## config.mk

```make
export PLATFORM = sky130hd
export DESIGN_NAME = apo_inject_scheduler
export DESIGN_NICKNAME = d
export VERILOG_FILES = /design/src/rtl/apo_inject_scheduler.sv
export SDC_FILE = /design/constraint.sdc
export NUM_CORES = 1
export LEC_CHECK = 0
export BUFFER_PORTS_ARGS = -buffer_cell sky130_fd_sc_hd__buf_2
export CAP_MARGIN = 40
export CORE_MARGIN = 4
export CORE_UTILIZATION = 58
export DETAILED_ROUTE_END_ITERATION = 10
export PLACE_DENSITY = 0.84
export SYNTH_ARGS = -nofsm -noshare
export SYNTH_HDL_FRONTEND = slang
export SYNTH_SLANG_ARGS = --single-unit
```

## constraint.sdc

```tcl
create_clock -name clk -period 6.7 [get_ports clk]
set_input_delay 0 -clock clk [delete_from_list [all_inputs] [get_ports clk]]
set_output_delay 0 -clock clk [all_outputs]
set_load 0.01 [all_outputs]
```

## src/rtl/apo_inject_scheduler.sv

```systemverilog
// Request-driven injection scheduler for the circulant APO router ring.
// An in-order request FIFO feeds one-cycle in_free pulses, with a per-router cooldown between injections.
module apo_inject_scheduler #(
   parameter int unsigned NODES = 36,
   parameter int unsigned N2    = 13,
   parameter int unsigned DEPTH = 8,
   parameter int unsigned GAP   = 4
) (
   input  logic                clk,
   input  logic                rst,
   input  logic                req_valid,
   output logic                req_ready,
   input  logic [5:0]          req_node,
   input  logic [N2-1:0]       req_word,
   output logic [NODES*N2-1:0] out_free,
   output logic                inj_valid,
   output logic [5:0]          inj_node,
   output logic                req_err,
   output logic                busy,
   output logic [15:0]         inj_count
);

   localparam int unsigned PW  = $clog2(DEPTH);
   localparam int unsigned CW  = PW + 1;
   localparam int unsigned NW  = 6;
   localparam int unsigned CDW = 4;

   localparam logic [1:0] ST_IDLE     = 2'd0;
   localparam logic [1:0] ST_DISPATCH = 2'd1;
   localparam logic [1:0] ST_STALL    = 2'd2;

   logic [1:0]          state_q, state_d;
   logic [PW-1:0]       wr_ptr_q, rd_ptr_q;
   logic [CW-1:0]       count_q, count_d;
   logic [NW-1:0]       node_mem_q [DEPTH];
   logic [N2-1:0]       word_mem_q [DEPTH];
   logic [CDW-1:0]      cd_q [NODES];
   logic [CDW-1:0]      cd_d [NODES];
   logic [NODES*N2-1:0] out_free_q, out_free_d;
   logic                inj_valid_q;
   logic [NW-1:0]       inj_node_q;
   logic                req_err_q;
   logic [15:0]         inj_count_q;

   logic          fifo_empty;
   logic          accept, legal, push, pop, last_pop;
   logic [NW-1:0] head_node;
   logic [N2-1:0] head_word;
   logic          head_elig;
   logic          cd_busy;

   assign fifo_empty = (count_q == '0);
   assign req_ready  = (count_q < CW'(DEPTH));
   assign accept     = req_valid & req_ready;
   assign legal      = (req_node < NW'(NODES)) && (req_word != '0);
   assign push       = accept & legal;
   assign head_node  = node_mem_q[rd_ptr_q];
   assign head_word  = word_mem_q[rd_ptr_q];
   assign head_elig  = (cd_q[head_node] == '0);
   assign last_pop   = (count_q == CW'(1)) && !push;

   // Dispatch FSM: strict head-of-line, pop whenever the head router has cooled down
   always_comb begin
      state_d = state_q;
      pop     = 1'b0;
      case (state_q)
         ST_IDLE, ST_DISPATCH: begin
            if (fifo_empty) begin
               state_d = ST_IDLE;
            end else if (head_elig) begin
               pop     = 1'b1;
               state_d = last_pop ? ST_IDLE : ST_DISPATCH;
            end else begin
               state_d = ST_STALL;
            end
         end
         ST_STALL: begin
            if (!fifo_empty && head_elig) begin
               pop     = 1'b1;
               state_d = last_pop ? ST_IDLE : ST_DISPATCH;
            end
         end
         default: state_d = ST_IDLE;
      endcase
   end

   always_comb begin
      count_d = count_q;
      case ({push, pop})
         2'b10:   count_d = count_q + CW'(1);
         2'b01:   count_d = count_q - CW'(1);
         default: count_d = count_q;
      endcase
   end

   // Cooldown counters and the one-hot-slice output word
   always_comb begin
      out_free_d = '0;
      cd_busy    = 1'b0;
      for (int unsigned k = 0; k < NODES; k++) begin
         cd_busy = cd_busy | (cd_q[k] != '0);
         if (pop && (head_node == NW'(k))) begin
            cd_d[k]                  = CDW'(GAP - 1);
            out_free_d[k*N2 +: N2]   = head_word;
         end else if (cd_q[k] != '0) begin
            cd_d[k] = cd_q[k] - CDW'(1);
         end else begin
            cd_d[k] = cd_q[k];
         end
      end
   end

   assign busy = !fifo_empty || cd_busy;

   always_ff @(posedge clk) begin
      if (push) begin
         node_mem_q[wr_ptr_q] <= req_node;
         word_mem_q[wr_ptr_q] <= req_word;
      end
   end

   always_ff @(posedge clk) begin
      if (rst) begin
         state_q     <= ST_IDLE;
         wr_ptr_q    <= '0;
         rd_ptr_q    <= '0;
         count_q     <= '0;
         out_free_q  <= '0;
         inj_valid_q <= 1'b0;
         inj_node_q  <= '0;
         req_err_q   <= 1'b0;
         inj_count_q <= '0;
         for (int unsigned k = 0; k < NODES; k++) begin
            cd_q[k] <= '0;
         end
      end else begin
         state_q     <= state_d;
         count_q     <= count_d;
         out_free_q  <= out_free_d;
         inj_valid_q <= pop;
         inj_node_q  <= pop ? head_node : '0;
         req_err_q   <= accept & !legal;
         inj_count_q <= inj_count_q + 16'(pop);
         if (push) wr_ptr_q <= wr_ptr_q + PW'(1);
         if (pop)  rd_ptr_q <= rd_ptr_q + PW'(1);
         for (int unsigned k = 0; k < NODES; k++) begin
            cd_q[k] <= cd_d[k];
         end
      end
   end

   assign out_free  = out_free_q;
   assign inj_valid = inj_valid_q;
   assign inj_node  = inj_node_q;
   assign req_err   = req_err_q;
   assign inj_count = inj_count_q;

endmodule

```

* Word-level counts from Yosys, hierarchy flattened
Memories as Yosys holds them, arrays and structs flattened. A register that Yosys moved wholly into a read port is not among the register bits.
Cells that the tools add are included.
** Storage, ports and cells
- Register bits :: 504
- Memory bits (writable) :: 296
- Input bits :: 22
- Output and inout bits :: 494
- Logic and storage cells :: 492
- Memories kept :: 3
** Memory list
- cd_q :: words 36, bits a word 4, rd ports 37, clocked after memory_dff 0, wr ports 36, RTL line 37 : logic [CDW-1:0] cd_q [NODES];
- word_mem_q :: words 8, bits a word 13, rd ports 1, clocked after memory_dff 1, wr ports 1, RTL line 36 : logic [N2-1:0] word_mem_q [DEPTH];
- node_mem_q :: words 8, bits a word 6, rd ports 1, clocked after memory_dff 1, wr ports 1, RTL line 35 : logic [NW-1:0] node_mem_q [DEPTH];
** Operators by class
- $add $sub $neg :: 41
- $lt $le $gt $ge :: 2
- Equal/unequal tests :: 41
- Muxes and demuxes :: 127
- Bitwise logic cells :: 111
- Reductions and logical operators :: 123
** Operator list (number)
- $mux W4 :: 108
- $sub A4 B1 Y4 const B :: 37
- $reduce_bool A4 Y1 :: 36
- $eq A6 B5 Y1 const B :: 16
- $reduce_or A2 Y1 :: 38
- $or A1 B1 Y1 :: 71
- $eq A6 B4 Y1 const B :: 8
- $logic_and A1 B1 Y1 :: 39
- $not A1 Y1 :: 37
- $eq A6 B3 Y1 const B :: 4
- $eq A6 B6 Y1 const B :: 4
- $add A16 B1 Y16 :: 1
- $reduce_bool A13 Y1 :: 1
- $eq A6 B2 Y1 const B :: 2
- $mux W3 :: 4
- $mux W1 :: 9
- $logic_not A4 Y1 :: 2
- $pmux W4 S2 :: 1
- $add A3 B1 Y3 const B :: 2
- $eq A6 B1 Y1 const B :: 1
- $logic_not A6 Y1 :: 1
- $lt A6 B6 Y1 const B :: 1
- $mux W2 :: 3
- $add A4 B1 Y4 const B :: 1
- other kinds (12) :: 18

* Depth between registers and ports, before layout
- Word-level depth :: 37
- Mapped depth :: 17
- Mapped depth without buffers :: 12

* Least setup slack after synthesis
No wires, ideal clock.
- Kind :: register to register
- From :: register with a tool-made name
- To :: register count_q[3]
- Library setup time :: 0.128 ns
- Arrival time :: 3.926 ns
- Setup slack :: 2.646 ns
- Stages on the path, launching flop included :: 17
- Path buffers :: 4
- Clock period less this slack :: 4.054 ns
- Cells stage by stage :: dfxtp_1 -> buf_4 -> mux2i_1 -> mux4_2 -> buf_2 -> buf_2 -> mux2i_1 -> a22oi_1 -> o221ai_1 -> o31ai_1 -> and4_1 -> clkbuf_1 -> ha_1 -> or4b_2 -> a21oi_1 -> xnor2_1 -> nor2_1
** RTL lines
- end signal: assignment :: RTL line 138 : count_q <= count_d;
- end: declaration :: RTL line 34 : logic [CW-1:0] count_q, count_d;

==> results.md <==
* Final Net Count at 2,741
* Initial drt markers at roughly 1,800
* Die Area at about 0.047 mm^2
* Gpl congestion at roughly 0.94
* # setup viols final at 0
* Vias in the first global route at 18,800
* Crit-path most repeated cell: ha_1
* Status: complete, no violations
* First-pass GRT wire length at ~110 mm
* # port buffers at 515
* Hold Path Class: input port to flip-flop
* CTS sink cnt at ~800
* Die Span Y at between 200 and 250 um
* Post-DP Area at approximately 0.029 mm^2
* Antenna violations before repair at 4
* Pwr Total at around 0.012 W
* Avg Inst Size Synth at 11.6 um^2
* Final instance area at 0.0317 mm^2
* Detailed Route WL at 72.4 mm
* VDD IR max at approximately 0.29 mV
* Wire per inst at between 20 and 25 um
* Clock Skew at between 0.02 and 0.025 ns
* CTS buffer count at 74
* Multi-input logic area at ~0.0073 mm^2
* Max-slew violations at 0
* Time the worst path needs with I/O delays and setup at 4.98 ns
* DRC viols at 0
* Worst slew pin tran at between 0.9 and 1 ns
* Setup_tns at 0 ns
* Chip width at between 200 and 250 um
* CTS clk-pin slew, worst paths at roughly 0.07 ns
* Crit path max fanout at 16
* Sequential share of the synthesized area at a little over two thirds
* Primary FF master, synth: dfxtp_1
* Worst-Skew Late Latency at slightly above 0.6 ns
* Area growth from synthesis to layout at 26.0%
* Async SR Flop Fraction at 0%
* Synth Warn # at 0
* Mapped Cells at around 2,200
* CTS max path bufs at 3
* Global-route usage over all layers at between 20% and 30%
* Pleak at between 10 and 15 nW
* Post-synth EDFFs at around 150
* Mapped Area at ~0.025 mm^2
* Buf/Inv on CP at 0
* Largest net degree at the start of global routing at 94
* Tcrit/Tclk final at 74.4%
* Power per cell area at ~380 mW/mm^2
* Max Cap Viol at 0
* Maximum clock rate at about 200 MHz
* Root Buffer: clkbuf_16
* Core area at roughly 0.043 mm^2
* TritonCTS clock tree: built
* Setup crit end kind: flip-flop
* Antenna viol nets, final at 0
* Synthesized flop and latch total at about 800
* Critical-path top delay cell: a221oi_1
* Netlist cell types at 50
* Avg Vias per Cell at 5.67
* Setup Buffers After CTS at 0
* Boundary Pins at approximately 520
* Worst endpoint data arrival time at roughly 5.5 ns
* Delay-heaviest family, CP: compound AO/OA/AOI/OAI gates
* RSZ-0062 raised after global routing: no
* Htree depth at 3
* Net Count, Synth at around 2,200
* Max_slew headroom at about 37%
* Layout cells sized above 1 at 29.0%
* WP data required at 7.22 ns
* Initial Utilization at between 50% and 60%
* Row cnt at 76
* Via count at approximately 19,000
* CP peak stage delay at approximately 0.76 ns
* Final hold vios at 0
* Critical path class: flip-flop to flip-flop
* First-pass DRT Iterations at 5
* Hpwl dp at 47.9 mm
* Crit path cell chain: mux2i_1 -> o22ai_1 -> a221oi_1 -> o221ai_1 -> o31ai_1 -> and4_1 -> ha_1 -> ha_1 -> nand2_1 -> or3_1 -> a21oi_1
* Fillcell total at 2,736
* Sequential Area at between 0.015 and 0.02 mm^2
* Type of origin of the critical path: flip-flop
* Gr ovfl total at 0
==> registers in the layout, indices dropped and copies added (netlist names), 2 cells and up, named ones only <==
register and flops:
cd_q 144, state_q 2, rd_ptr_q 3, inj_count 16, word_mem_q 104, node_mem_q 48
inj_node 6, wr_ptr_q 3, count_q 4, out_free 468
==> stage by stage <==
step / setup WS [ns] / hold WS, ns / util (%) / cells
2_1_floorplan: 2.65 / 0.0989 / - / 2168
3_3_place_gp: 1.81 / 0.251 / 66.3 / 3176
3_5_place_dp: 1.89 / 0.256 / 67.0 / 3197
4_1_cts: 1.82 / 0.0214 / 73.8 / 3355
5_1_grt: 1.35 / 0.0857 / 73.9 / 3359
6_report: 1.72 / 0.0641 / 73.9 / 3359
==> layout make-up <==
cell class,instances,share of cell area [%]
antenna,2,0.0158
timing repair buffer,591,10.6
inverter,11,0.130
sequential,803,55.4
clock buffer,103,6.91
tap,585,2.31
multi-input combinational,1230,23.0
clock inverter,34,1.58
==> path summary, 6_finish.rpt <==
kind,cells after the start,endpoint,slack (ns),startpoint
worst max-delay path,11,inj_count[14],1.72,flip-flop
worst max register to register,11,inj_count[14],1.72,flip-flop
worst min-delay path,2,cd_q[22][2],0.06,rst
worst min register to register,2,cd_q[27][2],0.49,cd_q[27][3]
==> report_power, final <==
part           internal (W)  switching [W]
logic              0.000695        0.00159
clock network       0.00274        0.00181
registers           0.00506       0.000114
total               0.00849        0.00351
==> layout by cell type, fill, tap and decap left out, types with 7 or more instances in the layout <==
master / instances
xor2_1: 12
or4b_2: 24
mux2_2: 13
inv_1: 11
nor2_1: 559
mux2i_1: 41
nor2b_1: 7
o21ai_0: 79
a21oi_1: 85
buf_4: 33
clkinv_2: 11
nand3_1: 15
dfxtp_1: 649
bufinv_16: 11
buf_6: 13
nand2_1: 35
nor3b_1: 35
or3_1: 7
clkbuf_8: 17
dlygate4sd3_1: 21
mux4_2: 34
mux2i_4: 13
o31ai_1: 39
clkbuf_16: 77
nor4_1: 35
ha_1: 8
nand4_1: 45
edfxtp_1: 152
buf_2: 514
nor3_1: 79
clkbuf_1: 9
==> what timing repair did <==
action / in CTS / in global routing
endpoints found under the hold margin: 153 / 0
resized for setup: 0 / 0
endpoints found under the setup margin: 0 / 0
hold buffers: 21 / 0
==> metal layers <==
layer	wire, um	GRT usage (%)
met1	27300	36.4
met2	36300	51.9
met3	6090	6.37
met4	2700	12.3
met5	17	0
==> cell usage after synthesis, types with 11 or more instances <==
master,instances,area share [%]
clkbuf_1,93,1.4
dfxtp_1,651,52
a21oi_1,85,1.7
xor2_1,12,0.42
o21ai_0,79,1.6
nor4_1,35,0.87
nand3_1,15,0.30
mux2_2,13,0.58
nand2_1,35,0.52
nand4_1,45,1.1
nor2_1,561,8.4
nor3_1,83,1.6
mux2i_1,54,2.1
inv_1,11,0.16
or4b_2,24,0.95
edfxtp_1,152,18
o31ai_1,40,1.2
mux4_2,34,3.0
nor3b_1,37,1.1
buf_2,20,0.40
==> cell families (layout without fill, tap and decap cells) <==
kind of cell    after synthesis  after routing  synth area share, %
mux                         101            101                 5.76
buf+inv                     135            739                 2.17
flops                       803            803                 69.8
other cells                   0              2                    0
compound gates              228            228                 5.22
xor+xnor                     15             15                0.521
simple gates                878            878                 16.1
fa+ha+maj                     8              8                0.397
(Power assumes the default switching activity.)
